<file path="config.mk">
export PLATFORM = sky130hd
export DESIGN_NAME = fifo_rr_pop_ctrl_flat
export DESIGN_NICKNAME = d
export VERILOG_FILES = /design/src/rtl/fifo_rr_pop_ctrl_pkg.sv /design/src/rtl/fifo_rr_pop_ctrl_if.sv /design/src/rtl/fifo_rr_pop_ctrl_rr_grant.sv /design/src/rtl/fifo_rr_pop_ctrl.sv /design/src/flat_wrapper.sv
export SDC_FILE = /design/constraint.sdc
export NUM_CORES = 1
export LEC_CHECK = 0
export ABC_AREA = 1
export CORE_UTILIZATION = 30
export DETAILED_ROUTE_END_ITERATION = 8
export PLACE_DENSITY = 0.65
export SLEW_MARGIN = 20
export SYNTH_ARGS = -nofsm -noshare
export SYNTH_HDL_FRONTEND = slang
export SYNTH_HIERARCHICAL = 1
export SYNTH_SLANG_ARGS = --single-unit
export TNS_END_PERCENT = 1
</file>
<file path="constraint.sdc">
create_clock -name clk -period 4.9 [get_ports clk]
set_input_delay 0.735 -clock clk [delete_from_list [all_inputs] [get_ports clk]]
set_output_delay 0.735 -clock clk [all_outputs]
set_load 0.02 [all_outputs]
</file>
<file path="src/rtl/fifo_rr_pop_ctrl_pkg.sv">
// Shared constants for the round-robin pop controller: one-hot state codes,
// threshold width and default data width.
package fifo_rr_pop_ctrl_pkg;

    localparam int THR_W      = 4;
    localparam int DW_DEFAULT = 6;
    localparam int STATE_W    = 5;

    localparam logic [STATE_W-1:0] ST_RESET  = 5'b00001;
    localparam logic [STATE_W-1:0] ST_INIT   = 5'b00010;
    localparam logic [STATE_W-1:0] ST_IDLE   = 5'b00100;
    localparam logic [STATE_W-1:0] ST_ACTIVE = 5'b01000;
    localparam logic [STATE_W-1:0] ST_ERROR  = 5'b10000;

endpackage

</file>
<file path="src/rtl/fifo_rr_pop_ctrl_if.sv">
// Handshake bundle between the pop controller, its N input FIFOs and the
// shared output FIFO.
interface fifo_rr_pop_ctrl_if
    import fifo_rr_pop_ctrl_pkg::*;
#(
    parameter int N  = 4,
    parameter int SW = 2,
    parameter int DW = DW_DEFAULT
);

    logic [N-1:0]    fifo_empty_in;
    logic [N-1:0]    fifo_error_in;
    logic [N*DW-1:0] fifo_data_in;
    logic [N-1:0]    pop;
    logic            out_almost_full;
    logic            out_error;
    logic            push_out;
    logic [DW-1:0]   data_out;
    logic [SW-1:0]   sel;

    modport master (
        input  fifo_empty_in,
        input  fifo_error_in,
        input  fifo_data_in,
        input  out_almost_full,
        input  out_error,
        output pop,
        output push_out,
        output data_out,
        output sel
    );

    modport slave (
        output fifo_empty_in,
        output fifo_error_in,
        output fifo_data_in,
        output out_almost_full,
        output out_error,
        input  pop,
        input  push_out,
        input  data_out,
        input  sel
    );

endinterface

</file>
<file path="src/rtl/fifo_rr_pop_ctrl_rr_grant.sv">
// Rotating-priority encoder: grants the first eligible index found scanning
// upward from rr_ptr, wrapping modulo N.
module fifo_rr_pop_ctrl_rr_grant #(
    parameter int N  = 4,
    parameter int SW = 2
) (
    input  logic [N-1:0]  eligible,
    input  logic [SW-1:0] rr_ptr,
    output logic          grant_valid,
    output logic [SW-1:0] grant_idx
);

    always_comb begin
        int unsigned idx;
        idx         = 0;
        grant_valid = 1'b0;
        grant_idx   = '0;
        for (int unsigned k = 0; k < N; k++) begin
            idx = (32'(rr_ptr) + k) % N;
            if (!grant_valid && eligible[idx]) begin
                grant_valid = 1'b1;
                grant_idx   = SW'(idx);
            end
        end
    end

endmodule

</file>
<file path="src/rtl/fifo_rr_pop_ctrl.sv">
// Shares one output FIFO between N input FIFOs: round-robin pops, one-cycle
// push pipeline matching the RAM read latency, threshold capture, sticky error.
module fifo_rr_pop_ctrl
    import fifo_rr_pop_ctrl_pkg::*;
#(
    parameter int N  = 4,
    parameter int SW = 2,
    parameter int DW = DW_DEFAULT
) (
    input  logic               clk,
    input  logic               reset,
    input  logic               init,
    input  logic [THR_W-1:0]   umbral_af_in,
    input  logic [THR_W-1:0]   umbral_ae_in,
    fifo_rr_pop_ctrl_if.master bus,
    output logic [THR_W-1:0]   umbral_af_out,
    output logic [THR_W-1:0]   umbral_ae_out,
    output logic [STATE_W-1:0] state,
    output logic               error_out
);

    logic [STATE_W-1:0] state_q;
    logic [STATE_W-1:0] state_d;
    logic [SW-1:0]      rr_ptr;
    logic [SW-1:0]      sel_q;
    logic               push_q;
    logic [THR_W-1:0]   af_q;
    logic [THR_W-1:0]   ae_q;

    logic [N-1:0]       eligible;
    logic               grant_valid;
    logic [SW-1:0]      grant_idx;
    logic               grant_fire;
    logic [N-1:0]       pop_d;
    logic               err_any;
    logic               all_empty;

    assign err_any   = (|bus.fifo_error_in) | bus.out_error;
    assign all_empty = &bus.fifo_empty_in;
    assign eligible  = ~bus.fifo_empty_in & {N{~bus.out_almost_full}};

    fifo_rr_pop_ctrl_rr_grant #(
        .N  (N),
        .SW (SW)
    ) u_rr_grant (
        .eligible    (eligible),
        .rr_ptr      (rr_ptr),
        .grant_valid (grant_valid),
        .grant_idx   (grant_idx)
    );

    // Error inputs also suppress the pop, so no word leaves an input FIFO in
    // the cycle that commits to ERROR and then gets dropped.
    assign grant_fire = (state_q == ST_ACTIVE) && !err_any && grant_valid;
    assign pop_d      = grant_fire ? (N'(1) << grant_idx) : '0;

    always_comb begin
        state_d = state_q;
        case (state_q)
            ST_RESET: state_d = ST_INIT;
            ST_INIT: begin
                if (err_any)
                    state_d = ST_ERROR;
                else if (!init)
                    state_d = (af_q <= ae_q) ? ST_ERROR : ST_IDLE;
            end
            ST_IDLE: begin
                if (err_any)
                    state_d = ST_ERROR;
                else if (init)
                    state_d = ST_INIT;
                else if (!all_empty)
                    state_d = ST_ACTIVE;
            end
            ST_ACTIVE: begin
                if (err_any)
                    state_d = ST_ERROR;
                else if (all_empty && !grant_fire)
                    state_d = ST_IDLE;
            end
            ST_ERROR: state_d = ST_ERROR;
            default:  state_d = ST_RESET;
        endcase
    end

    always_ff @(posedge clk) begin
        if (reset) begin
            state_q <= ST_RESET;
            rr_ptr  <= '0;
            sel_q   <= '0;
            push_q  <= 1'b0;
            af_q    <= '0;
            ae_q    <= '0;
        end else begin
            state_q <= state_d;
            push_q  <= grant_fire;
            if (grant_fire) begin
                sel_q  <= grant_idx;
                rr_ptr <= (grant_idx == SW'(N - 1)) ? '0 : grant_idx + 1'b1;
            end
            if (state_q == ST_INIT && init) begin
                af_q <= umbral_af_in;
                ae_q <= umbral_ae_in;
            end
        end
    end

    assign bus.pop      = pop_d;
    assign bus.push_out = push_q;
    assign bus.sel      = sel_q;
    assign bus.data_out = bus.fifo_data_in[int'(sel_q)*DW +: DW];

    assign umbral_af_out = af_q;
    assign umbral_ae_out = ae_q;
    assign state         = state_q;
    assign error_out     = (state_q == ST_ERROR);

endmodule

</file>
<file path="src/flat_wrapper.sv">
// flat-port wrapper written by rule: the top's interface ports become plain ports
module fifo_rr_pop_ctrl_flat import fifo_rr_pop_ctrl_pkg::*;
#(
    parameter int N  = 4,
    parameter int SW = 2,
    parameter int DW = DW_DEFAULT
)
  (clk, reset, init, umbral_af_in, umbral_ae_in, umbral_af_out, umbral_ae_out, state, error_out, bus_fifo_empty_in, bus_fifo_error_in, bus_fifo_data_in, bus_out_almost_full, bus_out_error, bus_pop, bus_push_out, bus_data_out, bus_sel);
  fifo_rr_pop_ctrl_if #(.N(N), .SW(SW), .DW(DW)) bus_i ();
  input  logic clk;
  input  logic reset;
  input  logic init;
  input  logic [THR_W-1:0] umbral_af_in;
  input  logic [THR_W-1:0] umbral_ae_in;
  output logic [THR_W-1:0] umbral_af_out;
  output logic [THR_W-1:0] umbral_ae_out;
  output logic [STATE_W-1:0] state;
  output logic error_out;
  input wire logic [$bits(bus_i.fifo_empty_in)-1:0] bus_fifo_empty_in;
  input wire logic [$bits(bus_i.fifo_error_in)-1:0] bus_fifo_error_in;
  input wire logic [$bits(bus_i.fifo_data_in)-1:0] bus_fifo_data_in;
  input wire logic [$bits(bus_i.out_almost_full)-1:0] bus_out_almost_full;
  input wire logic [$bits(bus_i.out_error)-1:0] bus_out_error;
  output wire logic [$bits(bus_i.pop)-1:0] bus_pop;
  output wire logic [$bits(bus_i.push_out)-1:0] bus_push_out;
  output wire logic [$bits(bus_i.data_out)-1:0] bus_data_out;
  output wire logic [$bits(bus_i.sel)-1:0] bus_sel;
  assign bus_i.fifo_empty_in = bus_fifo_empty_in;
  assign bus_i.fifo_error_in = bus_fifo_error_in;
  assign bus_i.fifo_data_in = bus_fifo_data_in;
  assign bus_i.out_almost_full = bus_out_almost_full;
  assign bus_i.out_error = bus_out_error;
  assign bus_pop = bus_i.pop;
  assign bus_push_out = bus_i.push_out;
  assign bus_data_out = bus_i.data_out;
  assign bus_sel = bus_i.sel;
  fifo_rr_pop_ctrl #(.N(N), .SW(SW), .DW(DW)) u_core (.clk(clk), .reset(reset), .init(init), .umbral_af_in(umbral_af_in), .umbral_ae_in(umbral_ae_in), .bus(bus_i), .umbral_af_out(umbral_af_out), .umbral_ae_out(umbral_ae_out), .state(state), .error_out(error_out));
endmodule
</file>
==> results by group <==
Place
  • Inst Count DP: 388
  • DP Worst Slack: 1.12 ns
  • Global placer's final weighted congestion: 0.789
  • Hpwl dp: about 3.1 mm
  • IO Port Bufs: 71
  • Cell Area, Placed: about 2300 um^2

Cells and area
  • Nets@finish: 376
  • Layout cell share with drive strength beyond 1: approximately an eighth
  • Area taken by multi-input logic gates: 1040 um^2
  • Post-layout util: 46.8%
  • Fillers: 546
  • Final instance area: 2390 um^2
  • Antenna fix cells: 0
  • Layout area overhead: 50.7%
  • Fin cells: 392
  • Register area: 360 um^2

Floorplanning
  • Initial Util: a little under a third
  • Core Region: a little over 5000 um^2
  • IO Pins: 72
  • Row count: 26
  • Die height: approximately 75 um
  • Die span in x: 74.7 um
  • Die footprint: 5580 um^2

Synth
  • Biggest area consumer among synthesized cells: dfxtp_1
  • Seq/Total Area, Yosys: a little under a quarter
  • Post-synthesis mux area share: 0%
  • Commonest cells in the netlist: nand2_1 (50), nor2_1 (39), inv_1 (33)
  • Avg Cell Area, Syn: 6.24 um^2
  • Post-synthesis adder-cell area fraction: 6.31%
  • Ranking of synthesized cells by area: dfxtp_1 (23%), nand2_1 (12%), nor2_1 (9.2%)
  • Yosys cell types: 27
  • Synth top area share: 22.7%
  • Post-synth top flop: dfxtp_1
  • Main combinational cell family by area after synthesis: simple AND/OR/NAND/NOR gates
  • Cell Area, Synth: 1590 um^2
  • Syn nets: 307
  • Most frequent cell after synthesis: nand2_1
  • Post-synthesis compound-gate area fraction: 15.9%
  • #FFs+latches synth: 18
  • Warnings from Yosys: 6
  • Simple-Gate Fraction of Synth Area: 43.1%
  • Synthesized instance count: roughly 250
  • Number of synthesized flops with an enable pin: 0
  • Async S/R FF share, synth: 0%
  • Post-Synth XOR/XNOR Area: 0%

Setup path
  • Crit start category: input pin
  • Slowest CP cell: clkdlybuf4s50_1
  • WP data required: 4.16 ns
  • Crit end category: output pin
  • Most used cell, CP: nand2_1
  • Crit path cell chain: clkdlybuf4s50_1, nor2_1, inv_1, nand2_1, nand2_1, nand2_1, nand2_1, a21oi_1, nand2_1, nand2_1, inv_1, inv_1, ha_1, inv_1, nor2_1, clkdlybuf4s50_1
  • Worst EP arrival: 3.03 ns
  • Critical path class: input pin to output pin
  • Peak fanout along the critical path: 4
  • Slowest cell delay on critical path: 0.61 ns

CTS
  • Post_cts resized: 0
  • Hold Buf Count CTS: 0
  • Buffer count from post-CTS setup fixing: 0
  • Clock buffer depth: 2
  • CTS tree: done
  • H-tree depth: 1
  • Total CTS buffers: 3
  • Clock root cell: clkbuf_8
  • Clk sinks: 18
  • Worst-path clk slew: about 0.07 ns
  • Clk_lat worst skew: 0.25 ns

Power and ir drop
  • Leak: 0.989 nW
  • Total power: about 0.41 mW
  • IR drop worst, VDD: 0.0000869 V
  • PwrDens: 173 nW/um^2

Global routing
  • GRT overflow: 0
  • GRT Util Overall: 14.4%
  • Initial antenna violation count: 0
  • First-pass GRT wire length: 6.35 mm
  • Vias in the first global route: 1531
  • Largest net degree at the start of global routing: 15

STA
  • Final WS setup: 1.14 ns
  • Setup-failing EPs final: 0
  • Setup Skew: approximately 0.0063 ns
  • Slew headroom: 66.0%
  • RSZ-0062 raised after global routing: false
  • Slew Limit Fails: 0
  • Final Hold Vio Count: 0
  • Min Tclk post-route: 3.76 ns
  • Fin Hold WS: 0.481 ns
  • Final Cycle Share: 76.8%
  • Max Fclk: approximately 270 MHz
  • Fin Setup TNS: 0 ns
  • Worst-Margin Slew: ~0.51 ns

Detailed routing
  • Antenna viol nets, final: 0
  • Initial DRC Count: 28
  • Wirelength, routed: 3.86 mm
  • Routed vias: 1739
  • Routed WL per cell: 9.86 um
  • First-pass DRT Iterations: 4
  • Vias per inst: 4.44
  • Remaining DRCs: 0

Flow run
  • Reported max-cap violation count: 0

Hold path
  • Hold WC Path Type: flop to flop

Status
  • Status: finished clean
[worst paths after layout]
path                                start                 endpoint  slack, ns  cells past startpoint
setup / recovery      bus_out_almost_full               bus_pop[2]       1.14                     16
hold / removal    u_core/umbral_af_out[3]  u_core/umbral_af_out[3]       0.48                      2
setup reg to reg         u_core/rr_ptr[0]         u_core/rr_ptr[1]       2.69                     14
hold reg to reg   u_core/umbral_af_out[3]  u_core/umbral_af_out[3]       0.48                      2
[critical path: cells and delay by family]
family,cells,cell delay (ns)
and+or+nand+nor,8,0.66
AOI/OAI and AO/OA,1,0.14
adders and majority gates,1,0.15
buffers and inverters,6,1.34
[flip-flops by register name (all words and copies together), names as in the netlist]
| register | cells |
|---|---|
| u_core/bus.sel | 2 |
| u_core/state | 5 |
| u_core/bus.push_out | 1 |
| u_core/umbral_ae_out | 4 |
| u_core/umbral_af_out | 4 |
| u_core/rr_ptr | 2 |
[layout make-up]
| type | instances | share of cell area (%) |
|---|---|---|
| timing repair buffer | 71 | 29.8 |
| multi-input combinational | 192 | 43.4 |
| clock buffer | 4 | 2.30 |
| tap | 70 | 3.67 |
| inverter | 37 | 5.81 |
| sequential | 18 | 15.1 |
[cells by family (layout without fill, tap and decap cells)]
group / count (synthesis) / in the layout
AO/OA/AOI/OAI: 44 / 44
adder cells (fa/ha/maj): 8 / 8
buffers and inverters: 44 / 112
AND/OR/NAND/NOR: 140 / 140
flip-flops: 18 / 18
[power by group]
group / switching, mW / total (mW) / internal, mW / leakage [nW]
clock: 0.0510 / 0.122 / 0.0713 / 0.0288
sequential: 0.00605 / 0.158 / 0.152 / 0.146
combinational: 0.0635 / 0.132 / 0.0682 / 0.814
[per-layer routing]
layer	part of all wire, %	wire length [um]	GRT usage, %
met5	0	0	0
met4	0.36	14	2.52
met3	6.6	255	3.61
met2	46	1790	25.2
met1	47	1800	18.1
[placed cells by master (no fill, tap or decap), types with 3 or more instances in the layout]
cell / Yosys / layout
inv_2: 4 / 4
nor2_2: 4 / 4
nand3_1: 15 / 15
nand2_4: 3 / 3
nand2_1: 50 / 50
ha_1: 8 / 8
o21ai_0: 16 / 16
nand2_2: 15 / 15
nor2_1: 39 / 39
dfxtp_1: 18 / 18
o22ai_1: 6 / 6
clkbuf_8: 0 / 4
clkdlybuf4s50_1: 0 / 71
a21oi_1: 13 / 13
o21ai_1: 3 / 3
inv_1: 33 / 33
nand3_2: 4 / 4
nor2_4: 4 / 4
Note: power is estimated with default switching activity, not from simulation.
